### config.mk
export PLATFORM = sky130hd
export DESIGN_NAME = alu_operand_fetch
export DESIGN_NICKNAME = d
export VERILOG_FILES = /design/src/rtl/alu_operand_fetch_pkg.sv /design/src/rtl/alu_regfile.sv /design/src/rtl/alu_operand_fetch.sv
export SDC_FILE = /design/constraint.sdc
export NUM_CORES = 1
export LEC_CHECK = 0
export BUFFER_PORTS_ARGS = -buffer_cell sky130_fd_sc_hd__buf_2
export CORE_ASPECT_RATIO = 1.75
export CORE_MARGIN = 1
export CORE_UTILIZATION = 41
export CTS_CLUSTER_DIAMETER = 80
export CTS_CLUSTER_SIZE = 16
export DETAILED_ROUTE_END_ITERATION = 16
export GPL_ROUTABILITY_DRIVEN = 0
export HOLD_SLACK_MARGIN = 0.03
export MAX_ROUTING_LAYER = met4
export PLACE_DENSITY = 0.56
export SYNTH_ARGS = -nofsm -noshare
export SYNTH_HDL_FRONTEND = slang
export SYNTH_SLANG_ARGS = --single-unit
export TNS_END_PERCENT = 10
### constraint.sdc
create_clock -name clk_i -period 2.6 [get_ports clk_i]
set_input_delay 0.65 -clock clk_i [delete_from_list [all_inputs] [get_ports clk_i]]
set_output_delay 0.65 -clock clk_i [all_outputs]
set_load 0.1 [all_outputs]
### src/rtl/alu_operand_fetch_pkg.sv
// Shared constants for the ALU operand-fetch stage: datapath geometry, ALU select
// codes and the output-slot state encoding.
package alu_operand_fetch_pkg;

  localparam int unsigned DataWidth = 20;
  localparam int unsigned NumRegs   = 8;
  localparam int unsigned RegIdxW   = 3;

  // ALU output-select encoding
  localparam logic [3:0] OpAdd = 4'b0000;
  localparam logic [3:0] OpSub = 4'b0001;
  localparam logic [3:0] OpAnd = 4'b0010;
  localparam logic [3:0] OpOr  = 4'b0011;
  localparam logic [3:0] OpXor = 4'b0100;
  localparam logic [3:0] OpSll = 4'b0101;
  localparam logic [3:0] OpSrl = 4'b0110;
  localparam logic [3:0] OpSlt = 4'b0111;

  typedef enum logic {
    StEmpty = 1'b0,
    StFull  = 1'b1
  } slot_state_e;

  // A source is blocked when its producer is still in flight and is not
  // completing in this very cycle.
  function automatic logic src_blocked(input logic busy, input logic wb_hit);
    return busy & ~wb_hit;
  endfunction

endpackage

### src/rtl/alu_regfile.sv
// Register file: two asynchronous read ports, one write port, entry 0 hardwired to zero.
module alu_regfile
  import alu_operand_fetch_pkg::*;
#(
  parameter int unsigned WIDTH = DataWidth,
  parameter int unsigned NREG  = NumRegs,
  localparam int unsigned IdxW = $clog2(NREG)
) (
  input  logic             clk_i,
  input  logic             rst_ni,
  input  logic [IdxW-1:0]  raddr_a_i,
  output logic [WIDTH-1:0] rdata_a_o,
  input  logic [IdxW-1:0]  raddr_b_i,
  output logic [WIDTH-1:0] rdata_b_o,
  input  logic             we_i,
  input  logic [IdxW-1:0]  waddr_i,
  input  logic [WIDTH-1:0] wdata_i
);

  logic [WIDTH-1:0] regs_q [NREG];

  always_ff @(posedge clk_i or negedge rst_ni) begin
    if (!rst_ni) begin
      for (int i = 0; i < int'(NREG); i++) begin
        regs_q[i] <= '0;
      end
    end else if (we_i && (waddr_i != '0)) begin
      regs_q[waddr_i] <= wdata_i;
    end
  end

  assign rdata_a_o = (raddr_a_i == '0) ? '0 : regs_q[raddr_a_i];
  assign rdata_b_o = (raddr_b_i == '0) ? '0 : regs_q[raddr_b_i];

endmodule

### src/rtl/alu_operand_fetch.sv
// Operand-fetch stage: busy-bit scoreboard, writeback bypass and a one-entry
// output slot that sustains one instruction per cycle toward the ALU.
module alu_operand_fetch
  import alu_operand_fetch_pkg::*;
#(
  parameter int unsigned WIDTH = DataWidth,
  parameter int unsigned NREG  = NumRegs,
  localparam int unsigned IdxW = $clog2(NREG)
) (
  input  logic             clk_i,
  input  logic             rst_ni,
  input  logic             in_valid_i,
  output logic             in_ready_o,
  input  logic [3:0]       in_op_i,
  input  logic [IdxW-1:0]  in_rd_i,
  input  logic [IdxW-1:0]  in_rs1_i,
  input  logic [IdxW-1:0]  in_rs2_i,
  input  logic             in_imm_en_i,
  input  logic [WIDTH-1:0] in_imm_i,
  output logic             out_valid_o,
  input  logic             out_ready_i,
  output logic [3:0]       out_op_o,
  output logic [IdxW-1:0]  out_rd_o,
  output logic [WIDTH-1:0] out_a_o,
  output logic [WIDTH-1:0] out_b_o,
  input  logic             wb_en_i,
  input  logic [IdxW-1:0]  wb_rd_i,
  input  logic [WIDTH-1:0] wb_data_i
);

  slot_state_e      state_q;
  logic [NREG-1:0]  busy_q, busy_d;
  logic [3:0]       out_op_q;
  logic [IdxW-1:0]  out_rd_q;
  logic [WIDTH-1:0] out_a_q, out_b_q;

  logic [WIDTH-1:0] rf_a, rf_b, op_a, op_b;
  logic             rs1_hit, rs2_hit, haz_rs1, haz_rs2, accept;

  alu_regfile #(
    .WIDTH (WIDTH),
    .NREG  (NREG)
  ) u_regfile (
    .clk_i     (clk_i),
    .rst_ni    (rst_ni),
    .raddr_a_i (in_rs1_i),
    .rdata_a_o (rf_a),
    .raddr_b_i (in_rs2_i),
    .rdata_b_o (rf_b),
    .we_i      (wb_en_i),
    .waddr_i   (wb_rd_i),
    .wdata_i   (wb_data_i)
  );

  assign rs1_hit = wb_en_i && (wb_rd_i == in_rs1_i) && (in_rs1_i != '0);
  assign rs2_hit = wb_en_i && (wb_rd_i == in_rs2_i) && (in_rs2_i != '0);

  assign haz_rs1 = src_blocked(busy_q[in_rs1_i], rs1_hit);
  assign haz_rs2 = ~in_imm_en_i & src_blocked(busy_q[in_rs2_i], rs2_hit);

  // Deliberately independent of in_valid_i.
  assign in_ready_o = ~haz_rs1 & ~haz_rs2 & ((state_q == StEmpty) | out_ready_i);
  assign accept     = in_valid_i & in_ready_o;

  assign op_a = rs1_hit ? wb_data_i : rf_a;
  assign op_b = in_imm_en_i ? in_imm_i : (rs2_hit ? wb_data_i : rf_b);

  // Set on issue takes priority over clear on writeback to the same rd.
  always_comb begin
    busy_d = busy_q;
    if (wb_en_i) begin
      busy_d[wb_rd_i] = 1'b0;
    end
    if (accept && (in_rd_i != '0)) begin
      busy_d[in_rd_i] = 1'b1;
    end
    busy_d[0] = 1'b0;
  end

  always_ff @(posedge clk_i or negedge rst_ni) begin
    if (!rst_ni) begin
      busy_q <= '0;
    end else begin
      busy_q <= busy_d;
    end
  end

  always_ff @(posedge clk_i or negedge rst_ni) begin
    if (!rst_ni) begin
      state_q  <= StEmpty;
      out_op_q <= '0;
      out_rd_q <= '0;
      out_a_q  <= '0;
      out_b_q  <= '0;
    end else begin
      unique case (state_q)
        StEmpty: if (accept) state_q <= StFull;
        StFull:  if (!accept && out_ready_i) state_q <= StEmpty;
      endcase
      if (accept) begin
        out_op_q <= in_op_i;
        out_rd_q <= in_rd_i;
        out_a_q  <= op_a;
        out_b_q  <= op_b;
      end
    end
  end

  assign out_valid_o = (state_q == StFull);
  assign out_op_o    = out_op_q;
  assign out_rd_o    = out_rd_q;
  assign out_a_o     = out_a_q;
  assign out_b_o     = out_b_q;

endmodule

# After elaboration in Yosys (flattened, before gate mapping)
# Index checks and enable logic that the tools add are counted.
# word_totals
reg_bits	215
out_inout_bits	49
word_cells	89
input_bits	62
# op_classes
eq_ne	2
n_bitwise	19
n_reduce_logical	17
order_cmp	10
muxes	27
# op_table
op	count
20-bit two-way mux	10
160-bit bitwise mux	1
20-bit binary-select mux with 3-bit select	2
20-bit demux with 3-bit select	1
3-bit by 4-bit less-than comparator with 1-bit output (second input constant)	4
8-bit two-way mux	2
4-bit >= comparator (second input constant)	3
3-bit inverter with 4-bit output	3
3-bit nonzero test	4
1-bit logical AND	10
8-bit AND	1
8-bit inverter	1
8-bit OR	1
1-bit AND	6
1-bit binary-select mux with 3-bit select	2
1-bit demux with 3-bit select	2
3-bit equality test	2
3-bit by 1-bit >= comparator with 1-bit output (second input constant)	2
3-bit logical NOT	2
1-bit two-way mux	6
1-bit inverter	6
4-bit by 1-bit less-than comparator with 1-bit output (second input constant)	1
1-bit case mux with 2 select lines	1
1-bit logical NOT	1
1-bit OR	1

# Depth between registers and ports, before layout
# Gate-level depths: netlist of run 1.
# depth
word_depth	14
ltp_mapped	8
depth_no_buf	5

# Cells and area by module
# Synthesis of run 1 repeated with hierarchy kept, for this count alone.
# unflattened
hier_cells	849
area_unflattened_um2	11378.4
# by_module_without_submodules
mod	n_inst	seq_area_each_um2	area_each_um2	cells_each
alu_regfile	1	3503.4	8062.7	566
alu_operand_fetch	1	1376.3	3315.7	283

# Worst setup path before layout of run 1
# No wires, ideal clock.
# synth_path
path_type	input to output
from	input port in_rs1_i[0]
to	output port in_ready_o
required_ns	1.950
path_slack_ns	-0.481
n_path_buf	1
stages	5
arrival_time_ns	2.431
cell_sequence	buf_6 > mux4_2 > and2_1 > o211ai_2 > and3_1
# synth_via
elab_chain_cells	8
word_cells_on_any_way	11
classes_between	1 x eq/ne; 2 x mux; 5 x bitwise; 3 x reduce/logical
# synth_lines
element	line	source
from (decl)	alu_operand_fetch.sv:16	input logic [IdxW-1:0] in_rs1_i,
branches (longest 4 deep; another with 1-bit binary-select mux with 3-bit select)	n/a	
1-bit AND (*)	alu_operand_fetch_pkg.sv:27	return busy & ~wb_hit;
1-bit inverter (*)	alu_operand_fetch.sv:62	assign in_ready_o = ~haz_rs1 & ~haz_rs2 & ((state_q == StEmpty) | out_ready_i);
1-bit AND (*) (2 in a row)	alu_operand_fetch.sv:62	
to (decl)	alu_operand_fetch.sv:13	output logic in_ready_o,
# Every way passes the cells marked *. The select of a mux whose other input is x is not followed.

# Worst setup path in the final report of run 1
# layout_path
from	register busy_q[4]
to	output port in_ready_o
# layout_via
elab_chain_cells	7
word_cells_on_any_way	11
classes_between	4 x mux; 7 x bitwise
# layout_lines
element	line	source
from (decl)	alu_operand_fetch.sv:32	logic [NREG-1:0] busy_q, busy_d;
from (signal assigned)	alu_operand_fetch.sv:84	busy_q <= busy_d;
1-bit binary-select mux with 3-bit select	alu_operand_fetch.sv:59	assign haz_rs2 = ~in_imm_en_i & src_blocked(busy_q[in_rs2_i], rs2_hit);
1-bit two-way mux (not written as such)	alu_operand_fetch.sv:59	
1-bit AND	alu_operand_fetch_pkg.sv:27	
1-bit AND	alu_operand_fetch.sv:59	
1-bit inverter	alu_operand_fetch.sv:62	
1-bit AND (*) (2 in a row)	alu_operand_fetch.sv:62	
# Every way passes the cells marked *; elsewhere a longest branch is shown, timed or not. The select of a mux whose other input is x is not followed.

==> results of run 1 <==
[cells by family (layout without fill, tap and decap cells)]
| family | after synthesis | in the layout | share of synthesized area |
|---|---|---|---|
| multiplexers | 231 | 231 | 0.330 |
| flip-flops | 215 | 215 | 0.489 |
| AND/OR/NAND/NOR | 138 | 138 | 0.0551 |
| AO/OA/AOI/OAI | 136 | 136 | 0.0785 |
| buffers and inverters | 112 | 207 | 0.0433 |
| XOR/XNOR | 5 | 5 | 0.00398 |
[metrics by stage]
stage,instances,hold slack [ns],setup TNS [ns]
2_1_floorplan,837,0.354,-0.0245
3_3_place_gp,1237,0.377,-0.0754
3_5_place_dp,1237,0.382,-0.0694
4_1_cts,1256,0.0770,-0.197
5_1_grt,1256,0.0853,-0.227
6_report,1256,0.0603,-0.168
[final cells by class]
class                           count  area [µm²]  share of cell area
Tap cell                          324         405              0.0320
Clock inverter                      1        11.3            0.000889
Timing Repair Buffer              164        1160              0.0912
Clock buffer                       17         425              0.0336
Sequential cell                   215        5380               0.425
Inverter                           25        93.8             0.00741
Multi-Input combinational cell    510        5200               0.410
[sequential cells by signal, indices dropped and copies added (netlist names)]
name              count
out_valid_o           1
busy_q                7
out_a_o              20
out_b_o              20
out_op_o              4
out_rd_o              3
u_regfile.regs_q    160
[Yosys cell counts]
cell type  number
a211oi_1        2
a21oi_1         1
a311oi_1        1
a41oi_1         1
and2_0          1
and2_1          1
and3_1          2
buf_1           5
buf_2           9
buf_6           6
clkbuf_1       67
dfrtp_1       215
inv_1          25
mux2_2         65
mux2_4         42
mux2i_1        42
mux4_2         82
nand2_1       110
nand2b_1        3
nand3_1         2
nand3b_1        2
nand4_1         3
nand4_4         1
nand4b_1        1
nor2_1          4
nor3_1          2
nor3b_1         1
nor4b_1         1
nor4bb_1        1
o2111ai_1       1
o211ai_1        1
o211ai_2        1
o21ai_0        84
o221ai_1       20
o22ai_1         3
o2bb2ai_1      20
o31ai_1         1
or3_1           1
or3b_2          2
xnor2_1         5
[power by group through the flow]
| stage | Sequential (µW) | Combinational, µW | Clock (µW) |
|---|---|---|---|
| finish | 4710 | 5380 | 2340 |
| global route | 4820 | 5640 | 2530 |
| CTS | 4710 | 5420 | 2440 |
| detailed placement | 4770 | 5410 | 0 |
| global placement | 4730 | 5370 | 0 |
| floorplan | 7220 | 1840 | 0 |
[what timing repair did]
action                                  in CTS  in global routing
buffers inserted                             1                  0
gates resized for setup                      1                  1
pin swaps                                    3                  0
endpoints found under the setup margin       1                  1
[worst max-delay path, stage by stage, from the launching register on]
cell      delay, ns
dfrtp_2        0.45
mux4_2         0.45
and2_4         0.16
o211ai_4       0.19
and3_4         0.22
buf_12         0.17
[worst max path at each step]
stage,from,end,slack (ns),depth (start not counted)
6_report,busy_q[4],in_ready_o,-0.17,5
5_1_grt,busy_q[4],in_ready_o,-0.23,5
4_1_cts,busy_q[4],in_ready_o,-0.20,5
3_5_place_dp,in_rs1_i[0],in_ready_o,-0.07,6
3_3_place_gp,in_rs1_i[0],in_ready_o,-0.08,6
2_1_floorplan,in_rs1_i[0],in_ready_o,-0.02,5
[layer usage]
layer	global-route usage	wire length, µm	part of all wire	up-vias
met1	0.261	11400	0.39	3692
li1	-	-	-	3252
met5	-	0	0	-
met3	0.0235	1110	0.038	57
met4	0.0952	969	0.033	0
met2	0.423	16100	0.54	193
==> reports/results.ini, run 1 <==
[run_status]
status = finished with violations
violations = negative setup slack

[floorplanning]
die_w_um = 126
fp-row-count = 79
core_um2 = 26500
io_pins = 111
start_util = 0.415
fp.dieH_um = 219
die_area_um2 = 27500

[synth]
synth_area_leader_cell = dfrtp_1
synth_top_cell_area_share = 0.489
ys_ff_latch = 215
syn-cell-area_um2 = 11000
postSynthAreaPerCell_um2 = 13.1
synth_area_leaders = dfrtp_1, mux4_2, mux2_2
syn_inst = 837
ys_seq_area_frac = 0.489
yosys_warnings = 0
ys_types = 40
syn_nets = 899

[sta]
tightest_slew_ns = 0.511
fin_skew_ns = 0.0139
rsz0062_at_grt = yes
setup_slack_ns = -0.168
drv_slew = 0
final-setup-viol-count = 1
slew_headroom = 0.659
clock.fmax_ghz = 0.361
finalHoldViolCount = 0
min_period_ns = 2.77
finalCritPeriodShare = 1.06

[placed_design]
dpl.hpwl_um = 19800
pre_cts_ws_ns = -0.0694
dpl-instance-area_um2 = 12200
port_buffers = 110

[global_route]
antenna_found_initial = 0
grt_start_max_net_pins = 56
grt_pass1_wl_um = 46400
grt.total_usage = 0.233
first_global_vias = 7831
grt_remaining_overflow = 0

[worst_setup_path]
r2r_end = out_a_o[11]
path_max_fanout = 3
rr_startpoint = busy_q[4]
start_kind = flop
critical_path_class = reg -> out
crit_arrival_ns = 2.12
critPathRequiredTime_ns = 1.95
cp-end-kind = output pin
rr_worst_depth = 7
r2r_slack_ns = 0.40

[layout]
syn2layout_area_growth_pct = 15.2
final_util = 0.478
layout_commonest_cell = dfrtp_1
final_cell_mix = dfrtp_1, nand2_1, buf_2
fin_nets = 995
drive_above_1_share = 0.411
fin_area_um2 = 12700
num_antenna_cells = 0
fill_cells = 2451

[power_and_ir_drop]
clkPwrFrac = 0.188
power.density_nw_per_um2 = 981
p_sw_frac = 0.436
ir_drop_uv = 826
p_switching_uw = 5420
intPower_uw = 7010
combPwrFrac = 0.433
p_leak_uw = 0.00581
seqPwrFrac = 0.379
finalPower_uw = 12400

[routing]
drtPass1Iterations = 4
detail_route.iter0.violations = 432
routed_wl_um = 29600
wl_per_cell_um = 23.5
vias_per_cell = 5.73
vias = 7194
drc = 0
ant_nets = 0

[cts]
cts_htree_levels = 1
insertion_delay_ns = 0.48
ctsHoldBuffers = 0
clockRootBuffer = clkbuf_16
clkSlewWorstSetupHoldPaths_ns = 0.07
cts_made_buffers = 17
cts_sinks = 215
clock_path_buffers = 3
cts_tree = yes

[job]
cap_violations = 0

[min_path]
hp-class = in -> async

(Power assumes the default switching activity.)
==> run 2, diff against run 1 <==
--- a/config.mk
+++ b/config.mk
@@ -16,6 +16,7 @@
 export HOLD_SLACK_MARGIN = 0.03
 export MAX_ROUTING_LAYER = met4
 export PLACE_DENSITY = 0.56
+export REMOVE_ABC_BUFFERS = 1
 export SYNTH_ARGS = -nofsm -noshare
 export SYNTH_HDL_FRONTEND = slang
 export SYNTH_SLANG_ARGS = --single-unit
==> reports/results.ini, run 2 (same netlist as run 1, synthesis figures left out) <==
[layout]
fin_nets = 999
multi_input_area_um2 = 5190
seqCellArea_um2 = 5380
largest_reg_flops = 160
fill_cells = 2420
layout_commonest_cell = dfrtp_1
drive_above_1_share = 0.412
final_cell_mix = dfrtp_1, nand2_1, buf_2
syn2layout_area_growth_pct = 15.2
largest-register = u_regfile.regs_q

[power_and_ir_drop]
finalPower_uw = 12500
ir_drop_uv = 994
power.density_nw_per_um2 = 986
p_leak_uw = 0.00582

[cts]
insertion_delay_ns = 0.50
cts_sinks = 215
ctsHoldBuffers = 0
clockRootBuffer = clkbuf_16
cts_made_buffers = 17
clock_path_buffers = 3
clkSlewWorstSetupHoldPaths_ns = 0.07
cts_tree = yes
cts_htree_levels = 1

[worst_setup_path]
critical_path_class = reg -> out
cp-end-kind = output pin
critPathRequiredTime_ns = 1.95
start_kind = flop
path_cells = mux4_2 > and2_4 > o211ai_4 > and3_4 > buf_12
path_delay_family = multiplexers
cp_num_buf_inv = 1
crit_arrival_ns = 2.11
cp_slowest_cell = mux4_2
path_max_fanout = 3
slowest_delay_ns = 0.47

[job]
cap_violations = 0

[routing]
ant_nets = 0
wl_per_cell_um = 23.6
vias = 7197
drc = 0
drtPass1Iterations = 6
routed_wl_um = 29900
vias_per_cell = 5.69
detail_route.iter0.violations = 437

[floorplanning]
io_pins = 111
fp-row-count = 79
start_util = 0.415
core_um2 = 26500
fp.dieH_um = 219
die_area_um2 = 27500
die_w_um = 126

[global_route]
grt_start_max_net_pins = 65
first_global_vias = 7662
grt.total_usage = 0.233
grt_remaining_overflow = 0
grt_pass1_wl_um = 46200
antenna_found_initial = 3

[sta]
finalHoldViolCount = 0
finalCritPeriodShare = 1.06
setup_slack_ns = -0.156
drv_slew = 0
fin_skew_ns = 0.0174
rsz0062_at_grt = yes
slew_headroom = 0.629
final-setup-viol-count = 1
tightest_slew_ns = 0.556
setup_tns_ns = -0.156
min_period_ns = 2.76
clock.fmax_ghz = 0.363

[placed_design]
dpl.hpwl_um = 19800
port_buffers = 110

[run_status]
status = finished with violations
violations = negative setup slack

[min_path]
hp-class = in -> async

run 2: worst paths after layout:
kind	startpoint	end	slack, ns	depth (start not counted)
worst min register to register	u_regfile.regs_q[147]	u_regfile.regs_q[147]	0.40	0
worst max register to register	busy_q[7]	out_b_o[18]	0.43	7
min in group clk_i	in_op_i[0]	out_op_o[0]	0.38	2
worst min-delay path	rst_ni	u_regfile.regs_q[104]	0.06	1
max in group asynchronous	rst_ni	u_regfile.regs_q[56]	1.76	2
worst max-delay path	busy_q[7]	in_ready_o	-0.16	5
run 2: per-stage QoR:
step,cells,hold slack [ns],setup slack [ns],area (µm²),util
6_report,1264,0.0599,-0.156,12700,0.478
5_1_grt,1263,0.0921,-0.221,12700,0.478
4_1_cts,1260,0.0821,-0.209,12700,0.478
3_5_place_dp,1239,0.383,-0.246,12200,0.460
3_3_place_gp,1239,0.378,-0.289,12200,0.460
2_1_floorplan,750,0.354,-0.882,10600,-
run 2: worst reg2reg max path, cell delays in order (launching register included):
cell and delay [ns]:
dfrtp_1 0.40, mux4_2 0.47, and2_4 0.16, o211ai_4 0.16
buf_4 0.15, nand4_4 0.15, buf_12 0.22, mux2_4 0.35
run 2: cell type report:
| class | count | share of cell area |
|---|---|---|
| inverter | 25 | 0.00740 |
| clock buffer | 17 | 0.0336 |
| clock inverter | 2 | 0.00158 |
| tap | 324 | 0.0320 |
| multi-input combinational | 510 | 0.409 |
| antenna | 3 | 0.000592 |
| timing repair buffer | 168 | 0.0910 |
| sequential | 215 | 0.424 |
run 2: power by group:
part,internal [µW],total (µW),switching [µW]
Clock,1180,2410,1230
Combinational,1670,5380,3710
Sequential,4170,4710,540
run 2: timing repair:
action | CTS | global route
setup buffers | 2 | 1
pin swaps | 3 | 0
gates cloned | 0 | 0
gates resized for setup | 3 | 1
setup endpoints to repair | 1 | 1
run 2: per-layer routing:
| metal | share of wire | wire, µm | vias to the layer above | global-route usage |
|---|---|---|---|---|
| li1 | - | - | 3266 | - |
| met1 | 0.39 | 11800 | 3741 | 0.269 |
| met2 | 0.56 | 16600 | 144 | 0.429 |
| met3 | 0.028 | 825 | 46 | 0.0176 |
| met4 | 0.022 | 643 | 0 | 0.0727 |
| met5 | 0 | 0 | - | - |
